## config.mk

```make
export PLATFORM = sky130hd
export DESIGN_NAME = logic_unit_pipe
export DESIGN_NICKNAME = d
export VERILOG_FILES = /design/src/rtl/logic_unit_pipe.sv
export SDC_FILE = /design/constraint.sdc
export NUM_CORES = 1
export LEC_CHECK = 0
export ABC_AREA = 1
export BUFFER_PORTS_ARGS = -buffer_cell sky130_fd_sc_hd__buf_2
export CORE_ASPECT_RATIO = 2
export CORE_UTILIZATION = 61
export DETAILED_ROUTE_END_ITERATION = 8
export PLACE_DENSITY_LB_ADDON = 0.1
export SKIP_LAST_GASP = 1
export SYNTH_ARGS = -nofsm -noshare
export SYNTH_HDL_FRONTEND = slang
export SYNTH_SLANG_ARGS = --single-unit
```

## constraint.sdc

```tcl
create_clock -name clk -period 2.8 [get_ports clk]
set_input_delay 0.28 -clock clk [delete_from_list [all_inputs] [get_ports clk]]
set_output_delay 0.28 -clock clk [all_outputs]
set_load 0.03 [all_outputs]
```

## src/rtl/logic_unit_pipe.sv

```systemverilog
`default_nettype none
// ============================================================================
// Module   : logic_unit_pipe
// Purpose  : Pipelined 8-function bitwise logic unit with valid/ready
//            handshakes, registered reduction flags and a saturating
//            count of completed results.
// Revision : 1.0
// ============================================================================
module logic_unit_pipe #(
    parameter int WIDTH  = 8,
    parameter int STAGES = 2,
    parameter int CNT_W  = 16
) (
    input  logic             clk,
    input  logic             rst,
    input  logic             in_valid,
    output logic             in_ready,
    input  logic [2:0]       op,
    input  logic [WIDTH-1:0] a,
    input  logic [WIDTH-1:0] b,
    output logic             out_valid,
    input  logic             out_ready,
    output logic [WIDTH-1:0] y,
    output logic             y_all,
    output logic             y_any,
    input  logic             cnt_clr,
    output logic [CNT_W-1:0] txn_count
);

    localparam logic [2:0] C_OP_AND    = 3'd0;
    localparam logic [2:0] C_OP_OR     = 3'd1;
    localparam logic [2:0] C_OP_XOR    = 3'd2;
    localparam logic [2:0] C_OP_NAND   = 3'd3;
    localparam logic [2:0] C_OP_NOR    = 3'd4;
    localparam logic [2:0] C_OP_XNOR   = 3'd5;
    localparam logic [2:0] C_OP_ANDNOT = 3'd6;
    localparam logic [CNT_W-1:0] C_CNT_MAX = {CNT_W{1'b1}};

    logic [STAGES-1:0] vld_q, vld_d;
    logic [STAGES-1:0] all_q, all_d;
    logic [STAGES-1:0] any_q, any_d;
    logic [WIDTH-1:0]  dat_q [STAGES];
    logic [WIDTH-1:0]  dat_d [STAGES];
    logic [CNT_W-1:0]  cnt_q, cnt_d;

    logic [STAGES-1:0] w_load;
    logic [WIDTH-1:0]  w_res;
    logic              w_out_hs;

    always_comb begin
        w_res = a;
        case (op)
            C_OP_AND:    w_res = a & b;
            C_OP_OR:     w_res = a | b;
            C_OP_XOR:    w_res = a ^ b;
            C_OP_NAND:   w_res = ~(a & b);
            C_OP_NOR:    w_res = ~(a | b);
            C_OP_XNOR:   w_res = ~(a ^ b);
            C_OP_ANDNOT: w_res = a & ~b;
            default:     w_res = a;
        endcase
    end

    // A stage may load when it is empty or its own contents leave this
    // cycle; walking from the output back makes bubbles never block.
    always_comb begin
        w_load = '0;
        w_load[STAGES-1] = !vld_q[STAGES-1] || out_ready;
        for (int i = STAGES - 2; i >= 0; i--) begin
            w_load[i] = !vld_q[i] || w_load[i+1];
        end
    end

    assign in_ready = w_load[0] && !rst;
    assign w_out_hs = vld_q[STAGES-1] && out_ready;

    always_comb begin
        vld_d = vld_q;
        all_d = all_q;
        any_d = any_q;
        dat_d = dat_q;
        if (w_load[0]) begin
            vld_d[0] = in_valid;
            if (in_valid) begin
                dat_d[0] = w_res;
                all_d[0] = &w_res;
                any_d[0] = |w_res;
            end
        end
        for (int i = 1; i < STAGES; i++) begin
            if (w_load[i]) begin
                vld_d[i] = vld_q[i-1];
                if (vld_q[i-1]) begin
                    dat_d[i] = dat_q[i-1];
                    all_d[i] = all_q[i-1];
                    any_d[i] = any_q[i-1];
                end
            end
        end
    end

    // Clear takes priority over a same-cycle completion.
    always_comb begin
        cnt_d = cnt_q;
        if (cnt_clr) begin
            cnt_d = '0;
        end else if (w_out_hs && (cnt_q != C_CNT_MAX)) begin
            cnt_d = cnt_q + 1'b1;
        end
    end

    always_ff @(posedge clk or posedge rst) begin
        if (rst) begin
            vld_q <= '0;
            all_q <= '0;
            any_q <= '0;
            cnt_q <= '0;
            for (int i = 0; i < STAGES; i++) begin
                dat_q[i] <= '0;
            end
        end else begin
            vld_q <= vld_d;
            all_q <= all_d;
            any_q <= any_d;
            cnt_q <= cnt_d;
            for (int i = 0; i < STAGES; i++) begin
                dat_q[i] <= dat_d[i];
            end
        end
    end

    assign out_valid = vld_q[STAGES-1];
    assign y         = dat_q[STAGES-1];
    assign y_all     = all_q[STAGES-1];
    assign y_any     = any_q[STAGES-1];
    assign txn_count = cnt_q;

endmodule

`default_nettype wire

```

* Yosys cells after proc, flatten, opt, wreduce, memory -nomap -nowiden
Cells that the tools add are included.
Widths: inputs -> output; s select.
** Operators by class
- $add $sub $neg :: 1
- Equality and inequality tests :: 7
- Mux-type cells :: 3
- Bitwise logic cells :: 8
- Reductions and logical operators :: 14
** Operators with widths (number)
- $pmux 8 s7 :: 1
- $mux 16 :: 2
- $not 8->8 :: 4
- $add 16x1->16 const B :: 1
- $and 8x8->8 :: 2
- $ne 16x16->1 const B :: 1
- $eq 3x3->1 const B :: 3
- $or 8x8->8 :: 1
- $reduce_and 8->1 :: 1
- $reduce_or 8->1 :: 1
- $xor 8x8->8 :: 1
- $eq 3x2->1 const B :: 2
- $reduce_and 2->1 :: 2
- $eq 3x1->1 const B :: 1
- $logic_and 1x1->1 :: 3
- $logic_not 1->1 :: 3
- $logic_not 3->1 :: 1
- $logic_or 1x1->1 :: 2
- $reduce_bool 2->1 :: 1
** Storage, ports and cells
- Flip-flop bits (word level) :: 38
- Input bits :: 24
- Word-level logic and storage cells :: 42

* Depth between registers and ports, before layout
Gate-level depths: netlist of the first run.
- Depth in word-level cells :: 4
- Mapped depth :: 12

* Worst setup path after synthesis of the first run
OpenSTA, ideal clock, no wires.
- Path kind :: register -> register
- Start point :: reg cnt_q[0], in the netlist txn_count[0]
- End point :: reg cnt_q[12], in the netlist txn_count[12]
- Library setup time :: 0.126 ns
- Arrival time :: 1.683 ns
- Required time :: 2.674 ns
- Setup slack :: 0.991 ns
- Cell stages (with the launch flop) :: 10
- Clock period less this slack :: 1.809 ns
- Path through :: dfrtp_1 -> ha_1 -> nand3_1 -> nor3_1 -> nand3_1 -> nand2_1 -> buf_4 -> nor3_1 -> o21ai_0 -> nor2_1
** On the way
- Longest elaborated chain between the ends :: 3
** Ends and longest elaborated chain
- start: declaration :: RTL line 44 : logic [CNT_W-1:0] cnt_q, cnt_d;
- start signal: assignment :: RTL line 125 : cnt_q <= cnt_d;
- $add 16x1->16 / $ne 16x16->1 (equally long branches) :: RTL line 108, 107
- $mux 16 / $logic_and 1x1->1 (equally long branches) :: RTL line 107 : end else if (w_out_hs && (cnt_q != C_CNT_MAX)) begin
- $mux 16 / $reduce_bool 2->1 (equally long branches)
Parallel ways exist; a longest one is shown, timed or not. The select of a mux whose other input is x is not followed.
A chain may end at the register's enable or synchronous reset.

* Worst setup path in the final report of the first run
- Start point :: reg cnt_q[0], in the netlist txn_count[0]
- End point :: reg cnt_q[6], in the netlist txn_count[6]
Same word-level chain as after synthesis.

==> impl_results.md, run 1 <==
- Post-DP HPWL: 5150 microns
- Postcts setup bufs: 0
- Post-Syn Instances: 407
- Met3 WL: 267 microns
- Hold_buf cts: 0
- Post-Syn Nets: 456
- Drt drc: 0
- FF-to-FF End: txn_count[6]$_DFFE_PP0P_
- Worst Tran Pin Value: 486 ps
- Fraction of layout cells with a size suffix above 1: 16.3%
- Final setup violation count: 0
- PD cells: 527 mW/mm^2
- Global-route wire length before repair: 11100 microns
- WP data required: 2970 ps
- Final net count: 496
- Min Tclk post-route: 2050 ps
- Synth Flop Type: dfrtp_1
- Reg2Reg Depth: 8
- M1 WL: 2300 microns
- Worst hold path class: in -> async
- Initial antenna violation count: 0
- Post-synth EDFFs: 0
- Largest cells by area after synthesis: dfrtp_1, nand2_1, ha_1
- Worst endpoint data arrival time: 2210 ps
- Sequential-to-total area share from yosys stat: 33.4%
- GRT Total Usage: 29.1%
- Count of port buffers added during placement: 51
- Yosys synthesis warning count: 0
- R2R Setup Slk: 750 ps
- Core area: 0.00442 sq mm
- Vias in the first global route: 2704
- Clock sinks: 38
- Reg clk slew, reported paths: 70 ps
- Area leader, netlist: dfrtp_1
- Crit-path most repeated cell: nand3_1
- Max_cap viols: 0
- CP Cell Sequence: ha_1 > nand3_1 > nor3_1 > nand3_1 > nand2_1 > nor2_1 > o21ai_0 > a21oi_1
- Final slew viol count: 0
- Pre-antenna DRT Iters: 4
- Startpoint types: flip-flop
- Initial core utilization: 64.4%
- Cts bufs inserted: 5
- Setup_tns: 0 ps
- RSZ-0062 raised after global routing: no
- Relative slew slack: 67.5%
- Die X: 50.3 microns
- Clock Tree Root: clkbuf_8
- Met2 routed WL: 3680 microns
- Fin. Hold Viols: 0
- Post-route clock period utilization: 73.1%
- P_leak: 1.79 nW
- Simple-gate share of the synthesized area: 33.4%
- Height of the die: 98.6 microns
- Synthesized area per cell: 7.00 sq um
- Layout Area Growth over Synthesis: 12.7%
- GP Congestion: 0.882
- Ant. Diodes: 0
- IO Pins: 52
- Synth Area in Compound Gates: 5.54%
- FFs w/ async S/R, synth: 100%
- Post-synth top area share: 33.4%
- Slowest CP cell: dfrtp_1
- Cell variety after synth: 25
- RR Startpoint: txn_count[0]$_DFFE_PP0P_
- Via density per instance: 5.43
- Cts repair resizes: 0
- CTS tree: built
- Post-synthesis register bit count: 38
- Overflow after GRT: 0
- Synth Area in XOR/XNOR: 1.54%
- Average wire per standard cell: 13.0 microns
- WL final: 6550 microns
- Setup CP Type: reg -> reg
- Pwr Total: 1.69 mW
- CP Capture Type: flip-flop
- Worst Clk Skew: 8.19 ps
- Antenna Nets Post-Route: 0
- H-tree levels: 2
- Largest net degree at the start of global routing: 39
- CP Max Fanout: 14
- DR vias: 2725
- F_max: 489 MHz
- Mapped cell area: 0.00285 sq mm
- Max VDD drop: 455 uV
- Multiplexer share of the synthesized area: 3.16%
- Crit path largest cell delay: 410 ps
- Post-Synth Adder-Cell Area: 11.0%
- Top Metal Used: met4
- Outcome: complete, no violations
- Die area: 0.00496 sq mm
- Largest family of logic cells by synthesized area: simple AND/OR/NAND/NOR gates
- Clock Latency Late Sink: 300 ps
- CTS Buffer Depth: 2
- # rows: 34
- Fillers: 399
- Detailed Route Iter0 Violations: 68
==> cell type report <==
class                      count  area [sq um]  area share, %
clock buffer                   6          82.6           2.57
clock inverter                 2          60.1           1.87
inverter                      61           229           7.14
multi-input combinational    289          1560           48.5
sequential                    38           951           29.6
tap                           54          67.6           2.11
timing repair buffer          52           263           8.19
==> sequential cells by signal, indices dropped and copies added, names as in the netlist <==
name,cells
dat_q,8
all_q,2
y,8
txn_count,16
vld_q,2
any_q,2
==> worst max-delay path by stage <==
stage	start	endpoint	slack, ps	cells past startpoint
5_1_grt	txn_count[0]$_DFFE_PP0P_	txn_count[6]$_DFFE_PP0P_	500	8
6_report	txn_count[0]$_DFFE_PP0P_	txn_count[6]$_DFFE_PP0P_	750	8
4_1_cts	txn_count[0]$_DFFE_PP0P_	txn_count[6]$_DFFE_PP0P_	790	8
2_1_floorplan	txn_count[0]$_DFFE_PP0P_	txn_count[12]$_DFFE_PP0P_	990	9
3_3_place_gp	op[2]	all_q[0]$_DFFE_PP0P_	890	11
3_5_place_dp	txn_count[0]$_DFFE_PP0P_	txn_count[15]$_DFFE_PP0P_	810	8
==> logic make-up (layout without fill, tap and decap cells) <==
kind of cell,Yosys count,count (layout)
fa+ha+maj,25,25
simple gates,220,220
buf+inv,80,121
mux,8,8
compound gates,31,31
flops,38,38
xor+xnor,5,5
==> where the power goes <==
group          switching [mW]  internal, mW  total (mW)
combinational           0.312         0.145       0.457
clock                   0.190         0.380       0.570
sequential             0.0407         0.625       0.665
==> cells in the final DEF, fill, tap and decap left out <==
| master | netlist | final |
|---|---|---|
| inv_2 | 1 | 1 |
| nor4_1 | 1 | 1 |
| or2_2 | 1 | 1 |
| nor3_1 | 9 | 9 |
| nor3b_1 | 2 | 2 |
| mux2_2 | 8 | 8 |
| dfrtp_1 | 38 | 38 |
| nand2_1 | 99 | 99 |
| buf_2 | 3 | 51 |
| ha_1 | 25 | 25 |
| bufinv_16 | 0 | 2 |
| nand4_1 | 13 | 13 |
| nand3b_1 | 2 | 2 |
| a21oi_1 | 7 | 7 |
| o21ai_0 | 23 | 23 |
| nor3_2 | 1 | 1 |
| buf_4 | 10 | 1 |
| xor2_1 | 5 | 5 |
| nor2_4 | 1 | 1 |
| nor2_2 | 1 | 1 |
| o31ai_1 | 1 | 1 |
| nand3_1 | 36 | 36 |
| nor2_1 | 54 | 54 |
| inv_1 | 60 | 60 |
| clkbuf_8 | 0 | 6 |
==> synth_stat cells, types with 2 or more instances <==
cell / instances
dfrtp_1: 38
a21oi_1: 7
nor3_1: 9
mux2_2: 8
xor2_1: 5
ha_1: 25
nand2_1: 99
clkbuf_1: 4
nand4_1: 13
o21ai_0: 23
nand3b_1: 2
buf_1: 2
nor2_1: 54
buf_2: 3
buf_4: 10
nand3_1: 36
inv_1: 60
nor3b_1: 2
==> routing by layer <==
metal | track usage (%) | vias up
li1 | - | 1356
met1 | 26.4 | 1248
met2 | 55.3 | 95
met3 | 4.48 | 26
met4 | 19.9 | 0
met5 | 0 | -
==> through the flow <==
step	worst slack [ps]	hold slack, ps	instances	utilization [%]	cell area [sq um]
floorplan	991	445	407	-	2850
global placement	886	464	494	69.3	3070
detailed placement	810	465	494	69.3	3070
CTS	787	152	502	72.5	3210
global route	503	181	502	72.5	3210
finish	753	125	502	72.5	3210
==> worst max-delay path, delay by kind of cell, from the launching register on <==
family / cells / cell delay, ps
and+or+nand+nor: 5 / 1030
DFF: 1 / 410
AOI/OAI and AO/OA: 2 / 270
adders and majority gates: 1 / 200
Power figures use the tool's default switching activity.
==> inputs of run 2 (changes only) <==
Settings changed: CORE_UTILIZATION 61 to 56.
Clock period 2.8 ns to 1.93 ns, I/O delays scaled along.
==> run 2 against run 1 <==
Effect of this change: combinational power rose by 49%; setup slack got worse by 620 ps; hold slack got worse by 91 ps; cell count rose by 2.2%.
==> impl_results.md, run 2 (synthesis results as in run 1) <==
- Antenna Nets Post-Route: 0
- WL final: 6770 microns
- Detailed Route Iter0 Violations: 65
- Fraction of layout cells with a size suffix above 1: 18.2%
- # rows: 36
- CTS Buffer Depth: 2
- Final slew viol count: 0
- Average wire per standard cell: 13.2 microns
- Crit path largest cell delay: 410 ps
- Layout Area Growth over Synthesis: 13.6%
- CTS tree: built
- Die X: 52.4 microns
- Startpoint types: flip-flop
- Inst Count DP: 506
- Post-route clock period utilization: 93.1%
- Largest net degree at the start of global routing: 39
- Fin. Hold Viols: 0
- Cts bufs inserted: 5
- Commonest non-fill, non-tap cell in the layout: nand2_1
- Core area: 0.00486 sq mm
- F_max: 557 MHz
- Global-route wire length before repair: 11400 microns
- PD cells: 669 mW/mm^2
- Min Tclk post-route: 1800 ps
- Height of the die: 103 microns
- Most frequent cells in the layout: nand2_1, inv_1, nor2_1
- Fillers: 446
- Slowest CP cell: dfrtp_1
- Overflow after GRT: 0
- DR vias: 2778
- Postcts setup bufs: 0
- WP data required: 2100 ps
- Die area: 0.00539 sq mm
- Reg clk slew, reported paths: 70 ps
- Relative slew slack: 66.7%
- CP Max Fanout: 14
- Ant. Diodes: 0
- Max FFs per register: 16
- Outcome: complete, no violations
- Setup CP Type: reg -> reg
- Worst hold path class: in -> async
- Drt drc: 0
- Final setup violation count: 0
- Initial core utilization: 58.5%
- GRT Total Usage: 28.3%
- Final net count: 505
- Vias in the first global route: 2733
- Clock Latency Late Sink: 300 ps
- IO Pins: 52
- M1 GR Usage: 26.8%
- Met3 usage: 3.39%
- Post-DP HPWL: 5320 microns
- Worst Clk Skew: 8.08 ps
- CP Capture Type: flip-flop
- Pwr Total: 2.16 mW
- Fin cells: 513
- Max_cap viols: 0
- Initial antenna violation count: 0
- P_leak: 1.82 nW
- Clock Tree Root: clkbuf_8
- Register area: 951 sq um
- Crit-path most repeated cell: nor3_1
- Worst endpoint data arrival time: 1970 ps
- Worst Tran Pin Value: 499 ps
- Worst Path Buf+Inv: 0
- GP Congestion: 0.875
- Multi-input logic area: 0.00157 sq mm
- GR Layer Usage met2: 53.6%
- Global route hottest layer: met2
- CP top delay family: simple AND/OR/NAND/NOR gates
- Via density per instance: 5.42
- CP Cell Sequence: ha_1 > nand3_1 > nor3_1 > nand3_2 > nand2_4 > nor3_1 > o21ai_0 > nor2_1
- H-tree levels: 2
- Pre-antenna DRT Iters: 4
- Clock sinks: 38
- Max VDD drop: 531 uV
- Count of port buffers added during placement: 51
==> run 2: cell types whose count changed in the layout (fill, tap and decap cells not counted), sizes merged <==
cell | previous run | this run
bufinv | 2 | 0
clkbuf | 6 | 5
clkinv | 0 | 2
buf | 52 | 61
==> run 2: power breakdown <==
group / leakage [nW] / switching (mW) / total [mW] / internal [mW]
combinational: 1.29 / 0.457 / 0.679 / 0.222
clock: 0.0438 / 0.275 / 0.517 / 0.242
sequential: 0.491 / 0.0603 / 0.966 / 0.906
==> run 2: area by class of cell <==
type	count	area share (%)
clock inverters	2	0.309
repair buffers	61	10.2
clock buffers	5	2.13
multi-input cells	289	48.7
inverters	61	7.08
well taps	57	2.21
flip-flops and latches	38	29.4
==> run 2: routing by layer <==
metal | part of all wire, % | vias up
li1 | - | 1380
met1 | 36 | 1282
met2 | 56 | 89
met3 | 3.5 | 27
met4 | 4.7 | 0
met5 | 0 | -
==> run 2: repair_timing <==
action | 4_1_cts | 5_1_grt
hold buffers | 0 | 0
setup endpoints to repair | 1 | 12
pin swaps | 0 | 2
resized for setup | 1 | 3
==> run 2: path summary, 6_finish.rpt <==
kind,startpoint,to,slack [ps],cells after the start
hold reg to reg,dat_q[14]$_DFFE_PP0P_,dat_q[14]$_DFFE_PP0P_,480,2
hold / removal,rst,y[3]$_DFFE_PP0P_,30,3
min in group clk,out_ready,vld_q[1]$_DFFE_PP0P_,190,4
setup / recovery,txn_count[0]$_DFFE_PP0P_,txn_count[12]$_DFFE_PP0P_,130,8
max in group asynchronous,rst,txn_count[7]$_DFFE_PP0P_,1560,3
setup reg to reg,txn_count[0]$_DFFE_PP0P_,txn_count[12]$_DFFE_PP0P_,130,8
==> run 2: worst reg2reg max path, cell delays in order, from the launching register on <==
cell     delay, ps
dfrtp_1        410
ha_1           190
nand3_1        130
nor3_1         240
nand3_2        180
nand2_4        210
nor3_1          70
o21ai_0        180
nor2_1          70
==> run 2: stage by stage <==
step	TNS, ps	instance area, sq um	hold slack [ps]	util [%]	worst slack, ps
5_1_grt	-659	3230	86.2	66.5	-97.9
3_3_place_gp	0	3140	367	64.5	116
2_1_floorplan	0	2850	371	-	121
4_1_cts	0	3220	58.4	66.2	6.04
3_5_place_dp	-2.26	3140	369	64.5	-2.26
6_report	0	3230	34.7	66.5	134
==> inputs of run 3 (changes only) <==
Settings changed: GPL_TIMING_DRIVEN set to 0.
==> run 3 against run 2 <==
Effect of this change: clock skew is 1.4 ps higher; via count is 1.9% higher; global-route usage is 0.67 points lower; sequential cell count stayed put; first-iteration DRC count is 40% higher.
==> impl_results.md, run 3 (synthesis results as in run 1) <==
- Inst Count DP: 514
- Startpoint types: flip-flop
- CP Max Fanout: 5
- Pint: 1.75 mW
- Setup_tns: 0 ps
- WL final: 6910 microns
- Detailed Route Iter0 Violations: 91
- Pre-antenna DRT Iters: 5
- Relative slew slack: 47.7%
- Clock Latency Late Sink: 290 ps
- Initial core utilization: 58.5%
- Register share of total power: 37.9%
- Placed Area: 0.00317 sq mm
- Most frequent cells in the layout: nand2_1, inv_1, nor2_1
- Max FFs per register: 16
- Cts bufs inserted: 5
- WP data required: 2130 ps
- Post-route clock period utilization: 92.1%
- IO Pins: 52
- Fillers: 472
- Worst endpoint data arrival time: 1980 ps
- Clock Tree Root: clkbuf_8
- Final slew viol count: 0
- Outcome: complete, no violations
- P_sw: 814 uW
- Sw frac: 31.8%
- Antenna Nets Post-Route: 0
- GP Congestion: 0.869
- Overflow after GRT: 0
- Largest net degree at the start of global routing: 40
- Fin area: 0.00333 sq mm
- Height of the die: 103 microns
- Worst Tran Pin Value: 783 ps
- Reg clk slew, reported paths: 80 ps
- CTS tree: built
- Average wire per standard cell: 13.2 microns
- P_leak: 1.86 nW
- Layout Area Growth over Synthesis: 17.1%
- Min Tclk post-route: 1780 ps
- Drt drc: 0
- Fin cells: 524
- Vias in the first global route: 2660
- Die area: 0.00539 sq mm
- # rows: 36
- Global-route wire length before repair: 11200 microns
- H-tree levels: 2
- Die X: 52.4 microns
- Worst hold path class: in -> async
- Clock sinks: 38
- Max VDD drop: 765 uV
- DR vias: 2830
- F_max: 562 MHz
- Worst Clk Skew: 9.45 ps
- Dpl ws: 59.0 ps
- Max_cap viols: 0
- CTS Buffer Depth: 2
- Post-DP HPWL: 5280 microns
- Ant. Diodes: 0
- Hold_buf cts: 0
- Hold Slack: 44.5 ps
- Final net count: 515
- Fraction of layout cells with a size suffix above 1: 19.1%
- Final setup violation count: 0
- PD cells: 768 mW/mm^2
- Initial antenna violation count: 0
- CP Capture Type: flip-flop
- Commonest non-fill, non-tap cell in the layout: nand2_1
- Gate power share: 29.5%
- Core area: 0.00486 sq mm
- Post-route worst setup slack: 152 ps
- Setup CP Type: reg -> reg
- Count of port buffers added during placement: 50
- GRT Total Usage: 27.6%
- Clock power frac: 32.6%
- Via density per instance: 5.40
- Fin. Hold Viols: 0
==> run 3: changes by cell type in the layout (fill, tap and decap cells not counted), sizes merged <==
cell and change:
clkinv -2, bufinv +2, clkbuf +5, buf +6
==> run 3: metrics by stage <==
step / power (mW) / util, %
finish: 2.56 / 68.5
detailed placement: 1.74 / 65.1
global placement: 1.72 / 65.1
floorplan: 1.53 / -
global route: 2.70 / 68.5
CTS: 2.58 / 68.1
==> run 3: path summary, 6_finish.rpt <==
check                                                 end  slack (ps)                      from  depth (start not counted)
worst max-delay path            txn_count[15]$_DFFE_PP0P_         150  txn_count[7]$_DFFE_PP0P_                          6
worst max register to register  txn_count[15]$_DFFE_PP0P_         150  txn_count[7]$_DFFE_PP0P_                          6
worst min-delay path                     y[3]$_DFFE_PP0P_          40                       rst                          2
worst min register to register      dat_q[15]$_DFFE_PP0P_         490     dat_q[15]$_DFFE_PP0P_                          2
min in group clk                     vld_q[1]$_DFFE_PP0P_         200                 out_ready                          4
max in group asynchronous        txn_count[3]$_DFFE_PP0P_        1380                       rst                          2
==> run 3: power groups by stage <==
stage / registers, mW / logic (mW) / clock network, mW
final: 0.969 / 0.756 / 0.835
after global routing: 0.984 / 0.841 / 0.877
after CTS: 0.970 / 0.760 / 0.846
after detailed placement: 0.984 / 0.756 / 0
after global placement: 0.979 / 0.740 / 0
after floorplan: 0.994 / 0.539 / 0
==> run 3: per-layer routing <==
metal	up-vias	part of all wire, %	GRT usage (%)
li1	1396	-	-
met1	1302	37	26.7
met2	102	55	51.6
met3	30	3.4	3.10
met4	0	5.2	18.6
met5	-	0	0
==> run 3: repair_timing <==
action,4_1_cts,5_1_grt
setup buffers,0,2
gates resized for setup,0,2
setup endpoints to repair,0,9
==> run 3: critical path: stages (launching register included) <==
cell     delay, ps
dfrtp_1        430
nand2_1        130
nor3_1         310
nand4_1        200
nor3_2         340
nand3_1        110
a21oi_1        160
==> run 3: area by class of cell <==
type / count / area [sq um] / share of cell area, %
multi-input cells: 289 / 1560 / 46.9
flip-flops and latches: 38 / 951 / 28.5
repair buffers: 52 / 265 / 7.95
inverters: 61 / 229 / 6.87
plain buffers: 19 / 113 / 3.38
clock buffers: 6 / 82.6 / 2.48
well taps: 57 / 71.3 / 2.14
clock inverters: 2 / 60.1 / 1.80
